**src/rtl/dm_timer_pkg.sv**
```systemverilog
// Shared register map, CTRL bit positions and bus lane helpers for dm_timer.
package dm_timer_pkg;

    localparam logic [2:0] REG_CTRL     = 3'd0;
    localparam logic [2:0] REG_COUNT    = 3'd1;
    localparam logic [2:0] REG_COMPARE  = 3'd2;
    localparam logic [2:0] REG_STATUS   = 3'd3;
    localparam logic [2:0] REG_PRESCALE = 3'd4;

    localparam int CTRL_EN         = 0;
    localparam int CTRL_AUTORELOAD = 1;
    localparam int CTRL_IRQ_EN     = 2;
    localparam int CTRL_W          = 3;

    // Byte enables for one bus write; word beats halfword beats byte.
    function automatic logic [3:0] lane_bytes(
        input logic       w,
        input logic       h,
        input logic       b,
        input logic [1:0] addr
    );
        logic [3:0] be;
        be = 4'b0000;
        if (w) begin
            be = 4'b1111;
        end else if (h) begin
            be = addr[1] ? 4'b1100 : 4'b0011;
        end else if (b) begin
            be = 4'b0001 << addr;
        end
        return be;
    endfunction

    function automatic logic [31:0] lane_merge(
        input logic [31:0] old_word,
        input logic [31:0] data,
        input logic        w,
        input logic        h,
        input logic        b,
        input logic [1:0]  addr
    );
        logic [3:0]  be;
        logic [31:0] aligned;
        logic [31:0] mask;
        be = lane_bytes(w, h, b, addr);
        if (w) begin
            aligned = data;
        end else if (h) begin
            aligned = {2{data[15:0]}};
        end else begin
            aligned = {4{data[7:0]}};
        end
        mask = {{8{be[3]}}, {8{be[2]}}, {8{be[1]}}, {8{be[0]}}};
        return (old_word & ~mask) | (aligned & mask);
    endfunction

    function automatic logic lane_hits_bit0(
        input logic       w,
        input logic       h,
        input logic       b,
        input logic [1:0] addr
    );
        logic [3:0] be;
        be = lane_bytes(w, h, b, addr);
        return be[0];
    endfunction

endpackage

```
**src/rtl/dm_timer_prescaler.sv**
```systemverilog
// Free-running prescaler: emits a one-cycle tick every (prescale+1) enabled cycles.
module dm_timer_prescaler #(
    parameter int PRE_W = 16
) (
    input  logic             clk,
    input  logic             rst_n,
    input  logic             en,
    input  logic             clr,
    input  logic [PRE_W-1:0] prescale,
    output logic             tick
);

    logic [PRE_W-1:0] pcnt_q;
    logic             at_limit;

    assign at_limit = (pcnt_q == prescale);
    assign tick     = en && at_limit;

    // A PRESCALE write restarts the period even while disabled.
    always_ff @(posedge clk or negedge rst_n) begin
        if (!rst_n) begin
            pcnt_q <= '0;
        end else if (clr) begin
            pcnt_q <= '0;
        end else if (en) begin
            if (at_limit) begin
                pcnt_q <= '0;
            end else begin
                pcnt_q <= pcnt_q + PRE_W'(1);
            end
        end
    end

endmodule

```
**src/rtl/dm_timer.sv**
```systemverilog
// Memory-mapped prescaled 32-bit timer with compare, sticky match flag and level irq.
module dm_timer
    import dm_timer_pkg::*;
#(
    parameter int ADDR_W = 11,
    parameter int PRE_W  = 16
) (
    input  logic              clk,
    input  logic              rst_n,
    input  logic              cs,
    input  logic              DM_R,
    input  logic              DM_W_W,
    input  logic              DM_W_H,
    input  logic              DM_W_B,
    input  logic [ADDR_W-1:0] DM_addr,
    input  logic [31:0]       DM_data_in,
    output logic [31:0]       DM_data_out,
    output logic              irq
);

    logic [CTRL_W-1:0] ctrl_q;
    logic [31:0]       count_q;
    logic [31:0]       compare_q;
    logic              match_q;
    logic [PRE_W-1:0]  prescale_q;

    logic              in_window;
    logic [2:0]        reg_idx;
    logic [31:0]       reg_val;
    logic [31:0]       wr_word;
    logic              wr_en;
    logic              wr_ctrl;
    logic              wr_count;
    logic              wr_compare;
    logic              wr_status;
    logic              wr_prescale;
    logic              status_clr;
    logic              tick;
    logic              at_compare;
    logic              hw_match;

    assign in_window = (DM_addr[ADDR_W-1:5] == '0);
    assign reg_idx   = DM_addr[4:2];

    always_comb begin
        reg_val = 32'h0;
        if (in_window) begin
            case (reg_idx)
                REG_CTRL:     reg_val = 32'(ctrl_q);
                REG_COUNT:    reg_val = count_q;
                REG_COMPARE:  reg_val = compare_q;
                REG_STATUS:   reg_val = {31'h0, match_q};
                REG_PRESCALE: reg_val = 32'(prescale_q);
                default:      reg_val = 32'h0;
            endcase
        end
    end

    assign DM_data_out = (cs && DM_R) ? reg_val : 32'h0;

    // Sub-word writes merge into the currently addressed register's value.
    assign wr_word = lane_merge(reg_val, DM_data_in, DM_W_W, DM_W_H, DM_W_B, DM_addr[1:0]);

    assign wr_en       = cs && in_window && (DM_W_W || DM_W_H || DM_W_B);
    assign wr_ctrl     = wr_en && (reg_idx == REG_CTRL);
    assign wr_count    = wr_en && (reg_idx == REG_COUNT);
    assign wr_compare  = wr_en && (reg_idx == REG_COMPARE);
    assign wr_status   = wr_en && (reg_idx == REG_STATUS);
    assign wr_prescale = wr_en && (reg_idx == REG_PRESCALE);

    assign status_clr = wr_status && DM_data_in[0]
                        && lane_hits_bit0(DM_W_W, DM_W_H, DM_W_B, DM_addr[1:0]);

    dm_timer_prescaler #(
        .PRE_W (PRE_W)
    ) u_prescaler (
        .clk      (clk),
        .rst_n    (rst_n),
        .en       (ctrl_q[CTRL_EN]),
        .clr      (wr_prescale),
        .prescale (prescale_q),
        .tick     (tick)
    );

    assign at_compare = (count_q == compare_q);
    // A software COUNT write pre-empts both the increment and the compare.
    assign hw_match   = tick && !wr_count && at_compare;

    always_ff @(posedge clk or negedge rst_n) begin
        if (!rst_n) begin
            ctrl_q     <= '0;
            compare_q  <= 32'hFFFF_FFFF;
            prescale_q <= '0;
        end else begin
            if (wr_ctrl) begin
                ctrl_q <= wr_word[CTRL_W-1:0];
            end
            if (wr_compare) begin
                compare_q <= wr_word;
            end
            if (wr_prescale) begin
                prescale_q <= wr_word[PRE_W-1:0];
            end
        end
    end

    always_ff @(posedge clk or negedge rst_n) begin
        if (!rst_n) begin
            count_q <= 32'h0;
        end else if (wr_count) begin
            count_q <= wr_word;
        end else if (tick) begin
            if (at_compare && ctrl_q[CTRL_AUTORELOAD]) begin
                count_q <= 32'h0;
            end else begin
                count_q <= count_q + 32'h1;
            end
        end
    end

    // Hardware set outranks a same-cycle write-1-to-clear.
    always_ff @(posedge clk or negedge rst_n) begin
        if (!rst_n) begin
            match_q <= 1'b0;
        end else if (hw_match) begin
            match_q <= 1'b1;
        end else if (status_clr) begin
            match_q <= 1'b0;
        end
    end

    assign irq = match_q && ctrl_q[CTRL_IRQ_EN];

endmodule

```
**config.mk**
```make
export PLATFORM = sky130hd
export DESIGN_NAME = dm_timer
export DESIGN_NICKNAME = d
export VERILOG_FILES = /design/src/rtl/dm_timer_pkg.sv /design/src/rtl/dm_timer_prescaler.sv /design/src/rtl/dm_timer.sv
export SDC_FILE = /design/constraint.sdc
export NUM_CORES = 1
export LEC_CHECK = 0
export ABC_AREA = 0
export BUFFER_PORTS_ARGS = -buffer_cell sky130_fd_sc_hd__buf_2
export CORE_ASPECT_RATIO = 0.8
export CORE_MARGIN = 2
export CORE_UTILIZATION = 50
export DETAILED_ROUTE_END_ITERATION = 10
export GPL_ROUTABILITY_DRIVEN = 0
export MAX_ROUTING_LAYER = met4
export PLACE_DENSITY_LB_ADDON = 0.2
export SLEW_MARGIN = 10
export SYNTH_ARGS = -nofsm -noshare
export SYNTH_HDL_FRONTEND = slang
export SYNTH_SLANG_ARGS = --single-unit
```
**constraint.sdc**
```tcl
create_clock -name clk -period 2.81 [get_ports clk]
set_input_delay 0.1405 -clock clk [delete_from_list [all_inputs] [get_ports clk]]
set_output_delay 0.1405 -clock clk [all_outputs]
set_load 0.02 [all_outputs]
```
## After elaboration in Yosys (flattened, before gate mapping)

Cells that the tools add are included.

- Bits in registers: 100
- Word-level logic and storage cells: 59
- Output and inout port bits: 33

- Add/sub/neg operators: 2
- Reduce and logical (&&, ||, !) cells: 23
- Equality and inequality tests: 6
- Mux-type cells: 17
- Bitwise gates (word level): 4
- Shift-type cells: 1

Operator list:

| operator | count |
|---|---|
| 32-bit 2-to-1 mux | 7 |
| 32-bit one-hot mux with 5 select lines | 1 |
| 32-bit AND | 2 |
| 16-bit 2-to-1 mux | 3 |
| 32-bit by 1-bit adder with 32-bit output, second input constant | 1 |
| 32-bit == test | 1 |
| 32-bit NOT | 1 |
| 32-bit OR | 1 |
| 16-bit by 1-bit adder with 16-bit output, second input constant | 1 |
| 16-bit == test | 1 |
| 4-bit 2-to-1 mux | 4 |
| 1-bit logical AND | 15 |
| 3-bit by 2-bit == test with 1-bit output, second input constant | 2 |
| 6-bit logical NOT | 1 |
| 2-bit nonzero test | 3 |
| 1-bit by 2-bit left shift with 4-bit output, first input constant | 1 |
| 3-bit by 1-bit == test with 1-bit output, second input constant | 1 |
| 3-bit == test, second input constant | 1 |
| 3-bit logical NOT | 1 |
| 1-bit logical OR | 2 |
| 1-bit 2-to-1 mux | 2 |
| 1-bit logical NOT | 1 |

## Logic depth before layout (Yosys ltp)

Gate-level depths: netlist of run 1.

- Depth after elaboration: 8
- Gate-level depth with buffers: 10
- Gate-level depth less buffers: 7

## Cells and area by module

Synthesis of run 1 repeated with hierarchy kept, for this count alone.

- Cell total of the unflattened synthesis: 842
- Area total of the unflattened synthesis: 6912.9 sq um

Modules (own cells, without submodules):

| module | times used | seq. area each (sq um) | cells an instance | area each (sq um) |
|---|---|---|---|---|
| dm_timer | 1 | 2142.1 | 738 | 5863.1 |
| dm_timer_prescaler | 1 | 400.4 | 104 | 1049.8 |

## Worst setup path before layout of run 1

No wires, ideal clock.

- Kind: register -> register
- Start: register compare_q[1]
- End: register count_q[18]
- Setup time: 0.121 ns
- Required time: 2.689 ns
- Slack: 0.686 ns
- Cell stages (with the launch flop): 10
- Buffers on the path: 3
- Arrival time: 2.003 ns
- Cells stage by stage: dfstp_2 -> xnor2_1 -> nand4_1 -> nor4_1 -> and3_1 -> buf_2 -> buf_2 -> buf_4 -> a21oi_1 -> o22a_1

- Longest elaborated chain between the ends: 5

Ends and longest elaborated chain:

| what | RTL line | RTL |
|---|---|---|
| from (decl) | dm_timer.sv:23 | `logic [31:0] compare_q;` |
| from (signal assigned) | dm_timer.sv:99 | `compare_q <= wr_word;` |
| 32-bit == test | dm_timer.sv:85 | `assign at_compare = (count_q == compare_q);` |
| 1-bit logical AND | dm_timer.sv:113 | `if (at_compare && ctrl_q[CTRL_AUTORELOAD]) begin` |
| 32-bit 2-to-1 mux | dm_timer.sv:113 |  |
| 32-bit 2-to-1 mux | dm_timer.sv:112 | `end else if (tick) begin` |
| 32-bit 2-to-1 mux | dm_timer.sv:110 | `end else if (wr_count) begin` |
| to (signal assigned) | dm_timer.sv:111 | `count_q <= wr_word;` |
| to (signal assigned) | dm_timer.sv:116 | `count_q <= count_q + 32'h1;` |
| to (decl) | dm_timer.sv:22 | `logic [31:0] count_q;` |

Every way passes these cells. The select of a mux whose other input is x is not followed.
A chain may end at the register's enable or synchronous reset.

## Worst setup path in the final report of run 1

- Start: register count_q[15]
- End: register count_q[30]

- Longest elaborated chain between the ends: 5
- Elaborated cells on any way between the ends: 6

Ends and longest elaborated chain:

| what | RTL line |
|---|---|
| parallel branches: the longest is 2 deep, another holds 32-bit by 1-bit adder with 32-bit output | -- |
| 32-bit 2-to-1 mux (*) | dm_timer.sv:113 |
| 32-bit 2-to-1 mux (*) | dm_timer.sv:112 |
| 32-bit 2-to-1 mux (*) | dm_timer.sv:110 |

Mark *: on every way between the ends. The select of a mux whose other input is x is not followed.

==> results.ini, run 1 <==
[setup_path]
reg2reg_depth = 7
cp.arrival_ns = 2.84
startpoint_type = register
endpoint_kind = register
reg2reg_from = count_q[15]
cp.required_ns = 3.02
critPathMaxFanout = 14
reg2reg_slack_ns = 0.18
path_class = register to register
worstReg2RegEnd = count_q[30]

[floorplan]
die_h_um = 110
dieArea_mm2 = 0.0151
die-width_um = 137
coreArea_mm2 = 0.0137
start_util_pct = 51.7
io_pins = 83
fp-row-count = 38

[power_and_ir_drop]
power_frac_clock_pct = 35.6
switchingPower_mw = 1.12
ir_drop_v = 0.000326
p_int_mw = 2.57
powerDensity_mw_per_mm2 = 461
seq_power_share_pct = 41.7
power_leakage_nw = 3.20
comb_power_share_pct = 22.6
p_total_mw = 3.69
netSwitchingFraction_pct = 30.4

[synth]
synth-seq-cells = 100
ys_seq_area_share_pct = 35.9
synth_warnings = 0
netlist_area_mm2 = 0.00708
synth.area.top_cells = dfrtp_1, dfstp_2, xnor2_1
async_flop_share_pct = 100
synth_edf_count = 0
synth.avg_cell_area_um2 = 8.41
synthesis.nets = 894
synthDistinctLibCells = 63
netlist_instances = 842
synth_top_flop_cell = dfrtp_1
synth_area_leader_cell = dfrtp_1
synth_top_area_share_pct = 24.0

[timing]
relSlewSlack_pct = 45.5
finalSetupTns_ns = 0
slew_viol_final = 0
rsz0062_at_grt = false
setup_viol = 0
whs_ns = 0.157
worstMarginPinSlew_ns = 0.817
max_freq_mhz = 380
finalHoldViolCount = 0
fin_crit_ns = 2.63
clock_skew_ns = 0.00870
period_share_pct = 93.6

[detailed_routing]
drc = 0
vias = 7272
post_drt_wl_per_cell_um = 23.1
dr.pass1.iters = 5
ant_nets = 0
vias_per_cell = 6.75
drt_iter0_markers = 960
wl_um = 24900

[clock_network]
root_buffer = clkbuf_16
cts_tree = done
clk_latency_ns = 0.36
h-tree-depth = 3
cts.path.max_buffers = 2
post_cts_buffers = 0
cts_sinks = 100
clkTransAtPathRegs_ns = 0.06
cts_buffers = 9

[layout]
final_cell_mix = nand2_1, buf_2, nor2_1, dfrtp_1, o21ai_0
mostFrequentLayoutCell = nand2_1
antenna_cells = 0
area_growth_pct = 13.2
drive_gt1_share_pct = 22.2
fin_nets = 944

[outcome]
status = finished clean

[worst_hold_path]
min_path_cells = 3
hold_start = DM_data_in[30]
hp-class = primary input to register
holdPathEnd = compare_q[30]

[global_routing]
grt_pass1_wl_um = 39000
grt_pass1_vias = 6852
antenna_found_initial = 0
grt_max_degree = 53
grt_overflow_total = 0
track_usage_pct = 34.4

[placed_design]
portBuffers = 82
place_hpwl_um = 17800

[run]
cap_violations = 0

-- cells by family after synthesis --
kind of cell    share of synthesized area, %
simple gates                            24.3
buf+inv                                 4.70
xor+xnor                                7.17
flops                                   35.9
mux                                     5.25
compound gates                          22.4
fa+ha+maj                              0.353
-- sequential cells by signal, summed over array words and instances (netlist names) --
signal,flops
ctrl_q,3
count_q,32
prescale_q,16
match_q,1
u_prescaler.pcnt_q,16
compare_q,32
-- synthesized netlist by cell type, types with 12 or more instances --
library cell	count
clkbuf_1	52
nand2_1	90
dfrtp_1	68
or4_1	12
buf_2	20
dfstp_2	32
mux2_2	25
nor3_1	27
nor4_1	15
and3_1	14
o21ai_0	53
nor2_1	68
nand3_1	38
a21o_1	15
xnor2_1	52
nand4_1	24
a22oi_1	39
a21oi_1	37
-- worst max-delay path: stages (launching register included) --
cell and delay, ns:
dfrtp_1 0.47, xnor2_1 0.28, nand4_1 0.24, nor4_1 0.51
and3_1 0.44, buf_4 0.29, or4_1 0.14, a41oi_1 0.12
-- layer usage --
layer / GRT usage (%) / wire length (um) / share of wire, % / vias up
li1: - / - / - / 3235
met1: 49.9 / 10700 / 43 / 3503
met2: 46.6 / 10500 / 42 / 479
met3: 9.73 / 3110 / 12 / 55
met4: 9.97 / 649 / 2.6 / 0
met5: - / 0 / 0 / -
-- area by class of cell --
cell class | count | area [um2]
inverter | 4 | 15.0
clock inverter | 1 | 30.0
fill | 1196 | 5680
multi-input combinational | 661 | 4220
tap | 180 | 225
sequential | 100 | 2540
clock buffer | 15 | 278
timing repair buffer | 116 | 708
-- through the flow --
stage	setup slack [ns]	instances	utilization [%]	cell area, um2
after CTS	0.195	1077	58.5	8010
after global placement	0.315	1060	56.2	7690
final	0.181	1077	58.5	8020
after floorplan	0.686	842	-	7080
after global routing	0.153	1077	58.5	8020
after detailed placement	0.226	1060	56.2	7690
-- repair_timing --
item,in CTS,in global routing
endpoints found under the hold margin,43,0
setup endpoints to repair,0,1
hold buffers,1,0
resized for setup,0,1
-- worst max-delay path by stage --
| stage | start | endpoint | slack (ns) | depth (start not counted) |
|---|---|---|---|---|
| 2_1_floorplan | compare_q[1] | count_q[18] | 0.69 | 9 |
| 3_3_place_gp | count_q[7] | count_q[31] | 0.32 | 6 |
| 3_5_place_dp | count_q[7] | count_q[31] | 0.23 | 6 |
| 4_1_cts | count_q[7] | count_q[31] | 0.20 | 6 |
| 5_1_grt | count_q[15] | count_q[30] | 0.15 | 7 |
| 6_report | count_q[15] | count_q[30] | 0.18 | 7 |
-- power by group through the flow --
stage	Combinational [mW]	Sequential (mW)	Clock, mW
2_1_floorplan	0.525	1.55	0
3_3_place_gp	0.783	1.56	0
3_5_place_dp	0.803	1.56	0
4_1_cts	0.811	1.54	1.33
5_1_grt	0.902	1.55	1.39
6_report	0.836	1.54	1.32
(Power assumes the default switching activity.)
==> inputs of run 2 (changes only) <==
Settings changed: ABC_AREA 0 to 1, SYNTH_HIERARCHICAL set to 1.
==> results.ini, run 2 <==
[outcome]
status = finished clean

[detailed_routing]
post_drt_wl_per_cell_um = 16.7  ; -28%
ant_nets = 0  ; unchanged
vias = 7884  ; +8.4%
vias_per_cell = 5.41  ; -20%
wl_um = 24400  ; -2.2%
drc = 0  ; unchanged
drt_iter0_markers = 833  ; -13%
dr.pass1.iters = 5  ; unchanged

[layout]
final_cell_mix = nand2_1, nor2_1, inv_1
reg_top3 = compare_q x32, count_q x32
mostFrequentLayoutCell = nand2_1
nFillCells = 1530  ; +28%
fin_nets = 1294  ; +37%
area_growth_pct = 9.88
drive_gt1_share_pct = 17.2  ; -5.0 points

[synth]
synth.avg_cell_area_um2 = 6.56  ; -22%
synth_warnings = 6  ; +6
synth.cells.most_frequent = nand2_1, nor2_1, inv_1
async_flop_share_pct = 100  ; unchanged
synth_area_leader_cell = dfrtp_1
synthesis.nets = 1231  ; +38%
synth-seq-cells = 100  ; unchanged
synthDistinctLibCells = 48  ; -24%
synth_top_area_share_pct = 22.0  ; -2.0 points
synth.area.top_cells = dfrtp_1, nand2_1, dfstp_2
yosysMostFrequentCell = nand2_1
netlist_instances = 1179  ; +40%
ys_seq_area_share_pct = 32.9  ; -3.0 points
synth_edf_count = 0  ; unchanged
synth_top_flop_cell = dfrtp_1
netlist_area_mm2 = 0.00774  ; +9.2%

[setup_path]
slowest_stage = dfrtp_1
startpoint_type = register
max_stage_delay_ns = 0.45  ; -0.06 ns
cp.arrival_ns = 2.51  ; -0.33 ns
cp.required_ns = 3.08  ; +0.06 ns
path_class = register to register
endpoint_kind = register
cp_common_cell = nor2_1
crit_family = simple AND/OR/NAND/NOR gates
path_cells = nor2_1 > nor2_1 > nor2_1 > nand2_1 > nor2_1 > nand3_2 > inv_1 > inv_1 > nor2_4 > nand2_2 > buf_4 > o21ai_0
crit_buf_inv = 3  ; +2
critPathMaxFanout = 19  ; +5

[placed_design]
place_hpwl_um = 18700  ; +5.1%
portBuffers = 82  ; unchanged
dp_slack_ns = 0.592  ; +0.367 ns

[power_and_ir_drop]
seq_power_share_pct = 42.7  ; +1.0 points
comb_power_share_pct = 29.9  ; +7.3 points
ir_drop_v = 0.000328  ; +0.69%
power_leakage_nw = 4.08  ; +28%
power_frac_clock_pct = 27.4  ; -8.2 points
powerDensity_mw_per_mm2 = 517  ; +12%
switchingPower_mw = 1.69  ; +51%
netSwitchingFraction_pct = 38.5  ; +8.1 points
p_int_mw = 2.70  ; +5.2%

[timing]
whs_ns = 0.155  ; -0.00188 ns
clock_skew_ns = 0.0104  ; +0.00171 ns
relSlewSlack_pct = 38.6  ; -6.9 points
fin_crit_ns = 2.24  ; -0.391 ns
finalHoldViolCount = 0  ; unchanged
period_share_pct = 79.7  ; -14 points
setup_viol = 0  ; unchanged
finalSetupTns_ns = 0  ; unchanged
worstMarginPinSlew_ns = 0.917  ; +0.101 ns
post-route-worst-setup-slack_ns = 0.571  ; +0.391 ns
max_freq_mhz = 447  ; +17%
rsz0062_at_grt = false
slew_viol_final = 0  ; unchanged

[clock_network]
clk_latency_ns = 0.36  ; about the same
cts.path.max_buffers = 2  ; unchanged
clkTransAtPathRegs_ns = 0.07  ; about the same
cts_resized = 0  ; unchanged
post_cts_buffers = 0  ; unchanged
cts_sinks = 100  ; unchanged
root_buffer = clkbuf_16
holdBufCountCts = 1  ; unchanged
h-tree-depth = 3  ; unchanged
cts_tree = done
cts_buffers = 9  ; unchanged

[floorplan]
io_pins = 83  ; unchanged
die-width_um = 143  ; +4.4%
die_h_um = 115  ; +4.3%
coreArea_mm2 = 0.0151  ; +10%
fp-row-count = 40  ; +5.3%
dieArea_mm2 = 0.0165  ; +8.9%
start_util_pct = 51.4  ; -0.37 points

[global_routing]
grt_pass1_vias = 7196  ; +5.0%
grt_pass1_wl_um = 38700  ; -0.81%
track_usage_pct = 31.5  ; -3.0 points
antenna_found_initial = 1  ; +1
grt_max_degree = 44  ; -17%
grt_overflow_total = 0  ; unchanged

[worst_hold_path]
hp-class = primary input to register

[run]
cap_violations = 0  ; unchanged

[run 2: cell count changes after synthesis, moves of 13 or more]
cell      delta
a21o_1      -15
a22oi_1     -35
clkbuf_1    -41
inv_1      +102
mux2_2      -24
nand2_1    +312
nand4_1     -13
nor2_1      +87
nor2_2      +16
nor4_1      -13
o21ai_1     +54
xnor2_1     -32
xor2_1      +24
[run 2: tightest hold or removal path, cell delays in order]
cell	delay, ns
buf_2	0.08
nand2_1	0.05
nand3_1	0.11
nand2_1	0.06
nand2_1	0.05
[run 2: layout make-up]
cell class	count	area, um2	share of cell area [%]
clock buffers	11	243	2.86
inverters	123	484	5.70
repair buffers	93	510	6.01
diodes	1	2.50	0.0294
multi-input cells	915	4420	52.0
clock inverters	5	37.5	0.442
flip-flops and latches	100	2540	29.9
well taps	210	263	3.09
[run 2: kinds of logic after synthesis]
family                     share of synthesized area [%]
muxes                                              0.146
AOI/OAI and AO/OA                                   12.4
buffers and inverters                               10.0
and+or+nand+nor                                     38.5
DFF                                                 32.9
adders and majority gates                          0.323
xor gates and xnor gates                            5.66
[run 2: worst paths after layout]
check                                        from  cells past startpoint                     to  slack, ns
max                        u_prescaler/pcnt_q[11]                     12             count_q[3]       0.57
min                                DM_data_in[20]                      5          compare_q[20]       0.16
max reg2reg                u_prescaler/pcnt_q[11]                     12             count_q[3]       0.57
min reg2reg                         compare_q[18]                      2          compare_q[18]       0.49
max in group asynchronous                   rst_n                      3          compare_q[18]       1.70
min in group asynchronous                   rst_n                      2  u_prescaler/pcnt_q[0]       0.32
[run 2: power groups by stage]
stage	Combinational (mW)	Sequential (mW)	Clock [mW]
2_1_floorplan	0.991	1.80	0
3_3_place_gp	1.26	1.89	0
3_5_place_dp	1.27	1.89	0
4_1_cts	1.28	1.87	1.23
5_1_grt	1.47	1.90	1.29
6_report	1.31	1.88	1.21
[run 2: through the flow]
step / area [um2] / power [mW] / std cells / utilization (%)
2_1_floorplan: 7740 / 2.79 / 1179 / -
3_3_place_gp: 8210 / 3.14 / 1440 / 54.5
5_1_grt: 8500 / 4.67 / 1458 / 56.4
6_report: 8500 / 4.40 / 1458 / 56.4
4_1_cts: 8500 / 4.38 / 1457 / 56.4
3_5_place_dp: 8210 / 3.16 / 1440 / 54.5
[run 2: routing by layer]
layer,GRT usage [%],up-vias,share of wire [%]
met5,-,-,0
met4,7.00,0,1.9
met3,8.62,38,11
met2,44.0,377,42
met1,45.4,3610,46
li1,-,3859,-
